## src/rtl/rc4_cipher_ctrl.sv

```systemverilog
`default_nettype none
// ============================================================================
//  Module   : rc4_cipher_ctrl
//  Purpose  : RC4 session controller. Collects the key, sequences the PRGA
//             core's reset / password feed, buffers the free-running
//             keystream in a small FIFO and XORs it onto the byte stream.
//  Revision : 1.0  initial release
// ============================================================================
module rc4_cipher_ctrl #(
    parameter int KEY_SIZE   = 6,
    parameter int FIFO_DEPTH = 4,
    parameter int DISCARD    = 0
) (
    input  logic       clk,
    input  logic       rst,
    input  logic       start,
    input  logic [7:0] key_byte,
    input  logic       key_valid,
    output logic       key_ready,
    output logic       core_rst,
    output logic [7:0] core_key,
    input  logic       core_ready,
    input  logic [7:0] core_k,
    input  logic [7:0] din,
    input  logic       din_valid,
    output logic       din_ready,
    output logic [7:0] dout,
    output logic       dout_valid,
    input  logic       dout_ready,
    output logic       busy,
    output logic       overrun
);

    localparam int            IW       = (KEY_SIZE > 1) ? $clog2(KEY_SIZE) : 1;
    localparam int            AW       = $clog2(FIFO_DEPTH);
    localparam logic [IW-1:0] IDX_LAST = IW'(KEY_SIZE - 1);
    localparam logic [7:0]    DISC_MAX = 8'(DISCARD);

    localparam logic [2:0] S_IDLE = 3'd0;
    localparam logic [2:0] S_LOAD = 3'd1;
    localparam logic [2:0] S_CRST = 3'd2;
    localparam logic [2:0] S_FEED = 3'd3;
    localparam logic [2:0] S_RUN  = 3'd4;
    localparam logic [2:0] S_ERR  = 3'd5;

    logic [2:0]    state_q, state_d;
    logic [IW-1:0] idx_q;
    logic [7:0]    key_q [KEY_SIZE];
    logic [7:0]    mem_q [FIFO_DEPTH];
    logic [AW:0]   wr_q, rd_q;
    logic [7:0]    dcnt_q;
    logic          overrun_q;

    logic          w_run;
    logic          w_empty;
    logic          w_full;
    logic          w_cap;
    logic          w_drop;
    logic          w_push;
    logic          w_pop;
    logic          w_push_ok;
    logic          w_ovf;

    // FIFO status: pointers carry one extra wrap bit so full and empty differ
    assign w_empty   = (wr_q == rd_q);
    assign w_full    = (wr_q[AW] != rd_q[AW]) && (wr_q[AW-1:0] == rd_q[AW-1:0]);
    assign w_run     = (state_q == S_RUN);

    // Keystream capture: the core never stalls, so every valid byte in RUN
    // is either discarded, stored, or lost (overrun)
    assign w_cap     = w_run && core_ready && !start;
    assign w_drop    = (dcnt_q != DISC_MAX);
    assign w_push    = w_cap && !w_drop;
    assign w_pop     = din_valid && din_ready;
    assign w_push_ok = w_push && (!w_full || w_pop);
    assign w_ovf     = w_push && w_full && !w_pop;

    // Zero-latency data path; a transfer consumes exactly one keystream byte
    assign din_ready  = dout_ready && !w_empty && w_run;
    assign dout_valid = din_valid && !w_empty && w_run;
    assign dout       = din ^ mem_q[rd_q[AW-1:0]];
    assign overrun    = overrun_q;

    // State register
    always_ff @(posedge clk) begin
        if (rst) begin
            state_q <= S_IDLE;
        end else begin
            state_q <= state_d;
        end
    end

    // Next-state logic; start overrides everything and reopens key collection
    always_comb begin
        state_d = state_q;
        if (start) begin
            state_d = S_LOAD;
        end else begin
            case (state_q)
                S_IDLE: state_d = S_IDLE;
                S_LOAD: if (key_valid && (idx_q == IDX_LAST)) state_d = S_CRST;
                S_CRST: state_d = S_FEED;
                S_FEED: if (idx_q == IDX_LAST) state_d = S_RUN;
                S_RUN:  if (w_ovf) state_d = S_ERR;
                S_ERR:  state_d = S_ERR;
                default: state_d = S_IDLE;
            endcase
        end
    end

    // State-decoded outputs; the core is held in reset except while keyed or running
    always_comb begin
        core_rst  = 1'b1;
        core_key  = key_q[0];
        key_ready = 1'b0;
        busy      = 1'b0;
        case (state_q)
            S_LOAD: begin
                key_ready = 1'b1;
                busy      = 1'b1;
            end
            S_CRST: busy = 1'b1;
            S_FEED: begin
                core_rst = 1'b0;
                busy     = 1'b1;
                for (int i = 0; i < KEY_SIZE; i++) begin
                    if (idx_q == IW'(i)) core_key = key_q[i];
                end
            end
            S_RUN: begin
                core_rst = 1'b0;
                busy     = 1'b1;
            end
            default: ;
        endcase
    end

    // Key byte capture in LOAD and key index sequencing through FEED
    always_ff @(posedge clk) begin
        if (rst) begin
            idx_q <= '0;
            for (int i = 0; i < KEY_SIZE; i++) key_q[i] <= 8'h00;
        end else if (start) begin
            idx_q <= '0;
        end else begin
            case (state_q)
                S_LOAD: begin
                    if (key_valid) begin
                        for (int i = 0; i < KEY_SIZE; i++) begin
                            if (idx_q == IW'(i)) key_q[i] <= key_byte;
                        end
                        idx_q <= (idx_q == IDX_LAST) ? '0 : idx_q + 1'b1;
                    end
                end
                S_FEED:  idx_q <= (idx_q == IDX_LAST) ? '0 : idx_q + 1'b1;
                default: idx_q <= '0;
            endcase
        end
    end

    // FIFO pointers, discard counter and sticky overrun flag; start flushes all
    always_ff @(posedge clk) begin
        if (rst || start) begin
            wr_q      <= '0;
            rd_q      <= '0;
            dcnt_q    <= 8'h00;
            overrun_q <= 1'b0;
        end else begin
            if (w_push_ok)       wr_q      <= wr_q + 1'b1;
            if (w_pop)           rd_q      <= rd_q + 1'b1;
            if (w_cap && w_drop) dcnt_q    <= dcnt_q + 8'h01;
            if (w_ovf)           overrun_q <= 1'b1;
        end
    end

    // Keystream storage
    always_ff @(posedge clk) begin
        if (w_push_ok) mem_q[wr_q[AW-1:0]] <= core_k;
    end

endmodule
`default_nettype wire

```

## config.mk

```make
export PLATFORM = sky130hd
export DESIGN_NAME = rc4_cipher_ctrl
export DESIGN_NICKNAME = d
export VERILOG_FILES = /design/src/rtl/rc4_cipher_ctrl.sv
export SDC_FILE = /design/constraint.sdc
export NUM_CORES = 1
export LEC_CHECK = 0
export BUFFER_PORTS_ARGS = -buffer_cell sky130_fd_sc_hd__buf_4
export CAP_MARGIN = 20
export CORE_UTILIZATION = 60
export CTS_BUF_LIST = sky130_fd_sc_hd__clkbuf_16
export DETAILED_ROUTE_END_ITERATION = 8
export PLACE_DENSITY = 0.79
export SLEW_MARGIN = 20
export SYNTH_ARGS = -nofsm -noshare
export SYNTH_HDL_FRONTEND = slang
export SYNTH_SLANG_ARGS = --single-unit
```

## constraint.sdc

```tcl
create_clock -name clk -period 3.7 [get_ports clk]
set_input_delay 0.185 -clock clk [delete_from_list [all_inputs] [get_ports clk]]
set_output_delay 0.185 -clock clk [all_outputs]
set_load 0.01 [all_outputs]
```

# Word-level counts from Yosys, hierarchy flattened

Memory sizes are Yosys's and may differ from the RTL's. A register that Yosys moved wholly into a read port is not among the register bits.
Index checks and enable logic that the tools add are counted.
Widths: inputs -> output; s select.

Register bits: 21
Bits in writable memories: 80
Input port bits: 31
Memories kept: 2

Memory list:

| memory | depth | width | rd ports | clocked after Yosys merged registers in | wr ports | RTL line | source |
|---|---|---|---|---|---|---|---|
| key_q  | 6     | 8     | 6        | 0                                       | 6        | 48       | `logic [7:0] key_q [KEY_SIZE];` |
| mem_q  | 4     | 8     | 1        | 1                                       | 1        | 49       | `logic [7:0] mem_q [FIFO_DEPTH];` |

$add $sub $neg: 4
Eq/ne operators: 20
Mux-type cells: 65
Bitwise operators: 7
Reductions and logical operators: 28

Operators by type and width:

| kind                | count |
|---|---|
| $mux 8              | 12 |
| $mux 1              | 44 |
| $mux 3              | 5 |
| $pmux 3 s5          | 1 |
| $logic_and 1x1->1   | 14 |
| $eq 3x2->1 const B  | 4 |
| $eq 3x3->1 const B  | 4 |
| $add 3x1->3 const B | 3 |
| $add 8x1->8 const B | 1 |
| $reduce_bool 8->1   | 1 |
| $xor 8x8->8         | 1 |
| $eq 3x1->1 const B  | 2 |
| $ne 2x2->1 const B  | 3 |
| $ne 3x3->1 const B  | 2 |
| $or 1x1->1          | 6 |
| $pmux 3 s2          | 1 |
| $reduce_and 3->1    | 2 |
| $logic_not 1->1     | 5 |
| $mux 2              | 2 |
| $reduce_or 2->1     | 2 |
| $reduce_or 4->1     | 1 |
| $eq 3x3->1          | 1 |
| $logic_not 3->1     | 1 |
| $ne 3x2->1 const B  | 1 |
| 4 further kinds     | 5 |

# Logic depth before layout (Yosys ltp)

Gate-level depths: netlist of the first run.

Depth after elaboration: 10
Mapped depth: 10

# Worst setup path before layout of the first run

OpenSTA, ideal clock, no wires.

Path kind: register -> register
Start point: register idx_q[2]
End point: memory key_q[4][0], enable pin
Arrival: 2.057 ns
Setup slack: 1.256 ns
Stages on the path, launching flop included: 6
Cell sequence: dfxtp_1 -> clkbuf_1 -> or3b_2 -> clkbuf_1 -> clkbuf_1 -> o31ai_1

RTL lines:

| element                | RTL line | source |
|---|---|---|
| from (decl)            | 47       | `logic [IW-1:0] idx_q;` |
| from (signal assigned) | 152      | `idx_q <= (idx_q == IDX_LAST) ? '0 : idx_q + 1'b1;` |
| from (signal assigned) | 155      | `S_FEED: idx_q <= (idx_q == IDX_LAST) ? '0 : idx_q + 1'b1;` |
| to (decl)              | 48       |  |

# Worst setup path in the final report of the first run

Start point: register idx_q[2]
End point: output port core_key[3]

Cells in the longest elaborated chain, start to end: 7

Ends and longest elaborated chain:

| element             | RTL line | source |
|---|---|---|
| $eq 3x1->1          | 127      | `if (idx_q == IW'(i)) core_key = key_q[i];` |
| $mux 8 (4 in a row) | 127      |  |
| $mux 8 *            | 127      |  |
| $mux 8 *            | 117      | `case (state_q)` |
| to (decl)           | 21       | `output logic [7:0] core_key,` |

Every way passes the cells marked *; elsewhere a longest branch is shown, timed or not.

==> results of run 1 <==
registers in the layout (all words and copies together), names as in the netlist, named ones only:
register	cells
dcnt_q	8
idx_q	3
key_q	48
mem_q	32
overrun	1
rd_q	3
state_q	3
wr_q	3
path summary, 6_finish.rpt:
check                               start  slack [ps]  cells past startpoint           to
worst max-delay path             idx_q[2]         690                      6  core_key[3]
worst min-delay path            core_k[6]          50                      1  mem_q[2][6]
worst max register to register   idx_q[2]        1330                      3  key_q[4][3]
worst min register to register  dcnt_q[7]         530                      2    dcnt_q[7]
Yosys cell counts, types with 2 or more instances:
library cell	n	area (um^2)
sky130_fd_sc_hd__a211o_1	2	17.5
sky130_fd_sc_hd__a211oi_1	4	30.0
sky130_fd_sc_hd__nor2_1	28	105
sky130_fd_sc_hd__mux2i_1	4	40.0
sky130_fd_sc_hd__o211ai_1	3	22.5
sky130_fd_sc_hd__ha_1	8	100
sky130_fd_sc_hd__and4bb_2	2	25.0
sky130_fd_sc_hd__o221a_2	2	22.5
sky130_fd_sc_hd__nor2b_1	6	37.5
sky130_fd_sc_hd__a2111oi_0	2	17.5
sky130_fd_sc_hd__o21ai_0	28	140
sky130_fd_sc_hd__o31ai_1	4	30.0
sky130_fd_sc_hd__mux4_2	8	180
sky130_fd_sc_hd__nand2_1	27	101
sky130_fd_sc_hd__a21oi_1	16	80.1
sky130_fd_sc_hd__dfxtp_1	23	460
sky130_fd_sc_hd__and3b_1	2	17.5
sky130_fd_sc_hd__nor3b_1	6	45.0
sky130_fd_sc_hd__and2_1	9	56.3
sky130_fd_sc_hd__a221oi_1	2	17.5
sky130_fd_sc_hd__and3_1	44	275
sky130_fd_sc_hd__or3b_1	2	17.5
sky130_fd_sc_hd__nand2b_1	2	12.5
sky130_fd_sc_hd__or3b_2	3	26.3
sky130_fd_sc_hd__a31oi_1	7	43.8
sky130_fd_sc_hd__xor2_1	14	123
sky130_fd_sc_hd__nand3_1	6	30.0
sky130_fd_sc_hd__inv_1	19	71.3
sky130_fd_sc_hd__or3_1	2	12.5
sky130_fd_sc_hd__edfxtp_1	80	2400
sky130_fd_sc_hd__a22oi_1	5	37.5
sky130_fd_sc_hd__xnor2_1	7	61.3
sky130_fd_sc_hd__clkbuf_1	28	105
sky130_fd_sc_hd__nor3_1	13	65.1
sky130_fd_sc_hd__nand3b_1	3	22.5
routing by layer:
layer,wire length [um],track usage,vias to the layer above
met2,5640,0.469,136
met5,0,0,-
met4,372,0.135,0
li1,-,-,1706
met3,587,0.0626,36
met1,3940,0.291,1717
critical path, delay by kind of cell (launching register included):
kind                     cells  cell delay, ps
AO/OA/AOI/OAI                3             750
adder cells (fa/ha/maj)      1             510
buffers and inverters        2             310
flip-flops                   1             900
layout make-up:
type                    count  area (um^2)
flip-flops and latches    103         2860
fillers                   550         2080
multi-input cells         287         1970
repair buffers             57          428
clock buffers               9          225
well taps                 102          128
clock inverters             7          125
inverters                  19         71.3
per-stage QoR:
stage               worst slack, ps  std cells  hold WS, ps  power [mW]
finish                          689        584         45.1        2.49
global route                    535        584         31.3        2.56
CTS                             761        584         34.9        2.50
detailed placement             1140        568          389        1.43
global placement               1230        568          388        1.43
floorplan                      1260        438          258        1.35
power groups by stage:
| stage | Combinational [mW] | Clock [mW] | Sequential, mW |
|---|---|---|---|
| 6_report | 0.129 | 1.09 | 1.28 |
| 5_1_grt | 0.141 | 1.14 | 1.28 |
| 4_1_cts | 0.129 | 1.10 | 1.28 |
| 3_5_place_dp | 0.128 | 0 | 1.30 |
| 3_3_place_gp | 0.125 | 0 | 1.30 |
| 2_1_floorplan | 0.0582 | 0 | 1.30 |
cell families (layout without fill, tap and decap cells):
group | Yosys count | in the layout
and+or+nand+nor | 165 | 165
adders and majority gates | 8 | 8
AOI/OAI and AO/OA | 80 | 80
buffers and inverters | 48 | 92
DFF | 103 | 103
muxes | 13 | 13
xor gates and xnor gates | 21 | 21
==> impl_metrics.csv, run 1 <==
group,metric,value,unit
floorplan,die_x,93.4,um
critical_path,timing.critical_path.cells,"inv_1 > ha_1 > a21oi_1 > o211ai_1 > a221oi_1 > buf_4",
cells_and_area,final_core_utilization,0.736,
placement,place.gp.congestion,0.906,
floorplan,placementRows,32,
yosys,synthesis.yosys.warnings,0,
pwr,seq_power_share,0.513,
placement,dpl_cell_area,0.00546,mm^2
floorplan,dieHeight,93.4,um
sta,worst_slew_pin_tran,889,ps
sta,timing.setup.tns,0,ps
grt,grt_start_max_net_pins,41,
outcome,status,"complete, no violations",
clock_tree,cts_root_buf,"sky130_fd_sc_hd__clkbuf_16",
routing,post_drt_via_cell_ratio,6.16,
yosys,synth-edff-count,80,
clock_tree,tritoncts,"done",
floorplan,die_area,0.00872,mm^2
pwr,total_switching_power,503,uW
yosys,seq_area_frac_synth,0.571,
clock_tree,numClockSinks,103,
yosys,synth-seq-cells,103,
critical_path,end_kind,"output pin",
pwr,peakVddDrop,0.375,mV
pwr,total_leakage_power,2.31,nW
yosys,synth_top_family_by_area,"simple AND/OR/NAND/NOR gates",
grt,grt_pass1_vias,3581,
critical_path,worstSetupPathType,"flop to output pin",
job,maxCapViolCount,0,
clock_tree,cts.hold.buffers_added,0,
clock_tree,numCtsBuffers,9,
critical_path,worst_ep_arrival,2830,ps
sta,final-hold-violation-count,0,
critical_path,critical_path_required,3510,ps
cells_and_area,leading_cell_types_in_the_layout_fill_and_taps_excluded,"sky130_fd_sc_hd__edfxtp_1 (80), sky130_fd_sc_hd__buf_4 (57), sky130_fd_sc_hd__and3_1 (44)",
floorplan,core-area,0.00789,mm^2
worst_hold_path,min-delay-path-class,"input pin to flop",
sta,final_max_slew_viol_count,0,
yosys,synth_compound_gate_area_share,0.100,
grt,grt_overflow_total,0,
yosys,top_reg_cell_synth,"sky130_fd_sc_hd__edfxtp_1",
yosys,yosys.area_share.simple,0.188,
cells_and_area,post_route_cells_drive_above_1_share,0.199,
critical_path,cp_max_fo,29,
sta,max_clock_freq,332,MHz
clock_tree,clockBufferDepth,2,
routing,drc,0,
yosys,synth_adder_area_share,0.0200,
yosys,post_synth_mux_area_share,0.0462,
critical_path,crit_slowest_cell,"sky130_fd_sc_hd__dfxtp_1",
routing,drt_pass1_iterations,5,
grt,globalRouteTotalUtil,0.263,
sta,worst_slew_margin_rel,0.400,
clock_tree,cts-htree-levels,3,
grt,grt_first_pass_wirelength,17100,um
yosys,synthXorXnorAreaFrac,0.0367,
floorplan,initial_standard_cell_utilization_of_the_core,0.635,
floorplan,ioPinCount,53,
yosys,avgSynthCellArea,11.4,um^2
sta,grt_setup_unrepaired,"false",
cells_and_area,area_delta_synth_final,15.9,%
sta,report.final.setup_viol,0,
cells_and_area,insertedDiodeCount,0,
yosys,ys_types,52,
placement,buffer_ports.inserted,52,
clock_tree,cts.repair_timing.setup_buffer_count,0,
cells_and_area,finalInstanceArea,0.00581,mm^2
clock_tree,post_cts.resized_instances,0,
clock_tree,clkLatencyLatePin,340,ps
yosys,syn_nets,477,
routing,via_count,3595,
routing,routed_wirelength,10500,um
critical_path,cp-start-kind,"flop",
yosys,synth_cells,438,
sta,skew,5.97,ps
cells_and_area,mostFrequentLayoutCell,"sky130_fd_sc_hd__edfxtp_1",
grt,antenna_found_initial,0,
pwr,power.combinational.fraction,0.052,
yosys,synthesis.area,0.00501,mm^2
routing,final_antenna_net_count,0,
sta,layout_worst_path_cycle_share,0.814,
yosys,async_reset_ff_frac,0,
pwr,p_sw_frac,0.202,
placement,dp_hpwl,7430,um
sta,minimum_period_implied_by_the_final_worst_setup_slack,3010,ps
pwr,power.share.clock,0.436,
routing,drtIter0Drc,240,
cells_and_area,layout.nets,516,
routing,detail_route.wl_per_cell,18.1,um
clock_tree,worst_setup_hold_path_clk_slew,70,ps
critical_path,max_stage_delay,900,ps
pwr,powerDensity,429,mW/mm^2
pwr,pint,1.99,mW
Note: power is estimated with default switching activity, not from simulation.
==> run 2, diff against run 1 <==
--- a/config.mk
+++ b/config.mk
@@ -7,10 +7,10 @@
 export LEC_CHECK = 0
 export BUFFER_PORTS_ARGS = -buffer_cell sky130_fd_sc_hd__buf_4
 export CAP_MARGIN = 20
-export CORE_UTILIZATION = 60
+export CORE_UTILIZATION = 59
 export CTS_BUF_LIST = sky130_fd_sc_hd__clkbuf_16
 export DETAILED_ROUTE_END_ITERATION = 8
-export PLACE_DENSITY = 0.79
+export PLACE_DENSITY = 0.78
 export SLEW_MARGIN = 20
 export SYNTH_ARGS = -nofsm -noshare
 export SYNTH_HDL_FRONTEND = slang
==> constraint.sdc (replaced) <==
create_clock -name clk -period 3.1 [get_ports clk]
set_input_delay 0.155 -clock clk [delete_from_list [all_inputs] [get_ports clk]]
set_output_delay 0.155 -clock clk [all_outputs]
set_load 0.01 [all_outputs]
==> impl_metrics.csv, run 2 (same netlist as run 1, synthesis figures left out) <==
group,metric,value,unit
grt,grt_first_pass_wirelength,17200,um
sta,worst_slew_margin_rel,0.425,
clock_tree,clkLatencyLatePin,350,ps
critical_path,critical-path-top-cell-by-count,"sky130_fd_sc_hd__buf_4",
sta,worst_slew_pin_tran,851,ps
pwr,total_power_consumption_of_the_routed_design,2.96,mW
clock_tree,tritoncts,"done",
placement,buffer_ports.inserted,52,
sta,max_clock_freq,377,MHz
routing,via_count,3606,
placement,place_ws,802,ps
clock_tree,numCtsBuffers,9,
pwr,peakVddDrop,0.258,mV
sta,report.final.setup_viol,0,
sta,final_max_slew_viol_count,0,
routing,drt_pass1_iterations,5,
cells_and_area,finalInstanceArea,0.00584,mm^2
worst_hold_path,min-delay-path-class,"input pin to flop",
grt,globalRouteTotalUtil,0.263,
clock_tree,clockBufferDepth,2,
critical_path,timing.critical_path.from,"idx_q[2]",
cells_and_area,largest_register_ff_count,48,
routing,drtIter0Drc,277,
floorplan,placementRows,33,
cells_and_area,final_core_utilization,0.710,
floorplan,die_x,94.2,um
grt,grt_overflow_total,0,
sta,layout_worst_path_cycle_share,0.855,
placement,dpl_cell_area,0.00548,mm^2
floorplan,core-area,0.00822,mm^2
cells_and_area,top_register,"key_q",
job,maxCapViolCount,0,
grt,grt_start_max_net_pins,41,
sta,post-route-worst-setup-slack,451,ps
routing,final_antenna_net_count,0,
clock_tree,cts-htree-levels,3,
critical_path,cp_max_fo,19,
sta,timing.setup.tns,0,ps
grt,antenna_found_initial,0,
outcome,status,"complete, no violations",
sta,minimum_period_implied_by_the_final_worst_setup_slack,2650,ps
sta,grt_setup_unrepaired,"false",
cells_and_area,leading_cell_types_in_the_layout_fill_and_taps_excluded,"sky130_fd_sc_hd__edfxtp_1 (80), sky130_fd_sc_hd__buf_4 (60), sky130_fd_sc_hd__and3_1 (44)",
placement,place.gp.congestion,0.866,
floorplan,dieHeight,94.2,um
routing,post_drt_via_cell_ratio,6.10,
critical_path,cp-start-kind,"flop",
pwr,total_leakage_power,2.32,nW
floorplan,die_area,0.00887,mm^2
critical_path,critical_path_required,2940,ps
critical_path,worstSetupPathType,"flop to output pin",
routing,detail_route.wl_per_cell,18.2,um
critical_path,max_stage_delay,650,ps
cells_and_area,mostFrequentLayoutCell,"sky130_fd_sc_hd__edfxtp_1",
floorplan,ioPinCount,53,
critical_path,worst_r2r_startpoint,"state_q[2]",
clock_tree,worst_setup_hold_path_clk_slew,70,ps
critical_path,crit_slowest_cell,"sky130_fd_sc_hd__or3b_2",
clock_tree,cts_root_buf,"sky130_fd_sc_hd__clkbuf_16",
grt,grt_pass1_vias,3508,
pwr,powerDensity,508,mW/mm^2
sta,final-hold-violation-count,0,
placement,placed_cells,574,
sta,skew,8.72,ps
placement,dp_hpwl,7240,um
worst_hold_path,hp-start,"core_k[1]",
clock_tree,numClockSinks,103,
cells_and_area,finalNonFillerCells,591,
critical_path,end_kind,"output pin",
clock_tree,post_cts.resized_instances,0,
cells_and_area,insertedDiodeCount,0,
critical_path,worst_ep_arrival,2490,ps
cells_and_area,layout.nets,520,
floorplan,initial_standard_cell_utilization_of_the_core,0.610,
cells_and_area,area_delta_synth_final,16.5,%
routing,drc,0,
sta,whs,10.3,ps
cells_and_area,post_route_cells_drive_above_1_share,0.202,
critical_path,timing.critical_path.cells,"buf_4 > or3b_2 > o221a_2 > a21oi_1 > a31oi_1 > buf_4",
routing,routed_wirelength,10700,um
-- run 2: changes by cell type in the layout (fill, tap and decap cells not counted) --
cell                            delta
sky130_fd_sc_hd__buf_4             +3
sky130_fd_sc_hd__inv_6             -2
sky130_fd_sc_hd__clkinv_1          +1
sky130_fd_sc_hd__clkinvlp_4        +1
sky130_fd_sc_hd__dlygate4sd3_1     +1
-- run 2: final timing paths --
check,end,slack (ps),cells past startpoint
worst min register to register,overrun,510,2
worst max-delay path,core_key[4],450,6
worst min-delay path,mem_q[0][1],10,1
worst max register to register,mem_q[0][6],790,3
-- run 2: cell type report --
class / instances / area (um^2)
clock buffers: 9 / 225
clock inverters: 7 / 119
fillers: 586 / 2380
inverters: 19 / 71.3
multi-input cells: 287 / 1970
flip-flops and latches: 103 / 2860
well taps: 105 / 131
repair buffers: 61 / 460
-- run 2: power by group --
group	internal, mW	total, mW	switching (mW)
Sequential	1.51	1.52	0.0150
Combinational	0.0703	0.161	0.0904
Clock	0.790	1.28	0.489
Total	2.37	2.96	0.595
-- run 2: layer usage --
layer / track usage / part of all wire / up-vias
li1: - / - / 1707
met2: 0.453 / 0.52 / 124
met5: 0 / 0 / -
met4: 0.112 / 0.034 / 0
met1: 0.309 / 0.39 / 1742
met3: 0.0672 / 0.059 / 33
-- run 2: repair_timing --
item / CTS / global route
endpoints found under the hold margin: 0 / 1
hold buffers: 0 / 1
buffers inserted: 0 / 0
-- run 2: worst max-delay path: cells and delay by family (launching register included) --
kind	cells	cell delay, ps
compound gates	3	490
flops	1	540
buf+inv	2	460
simple gates	1	650
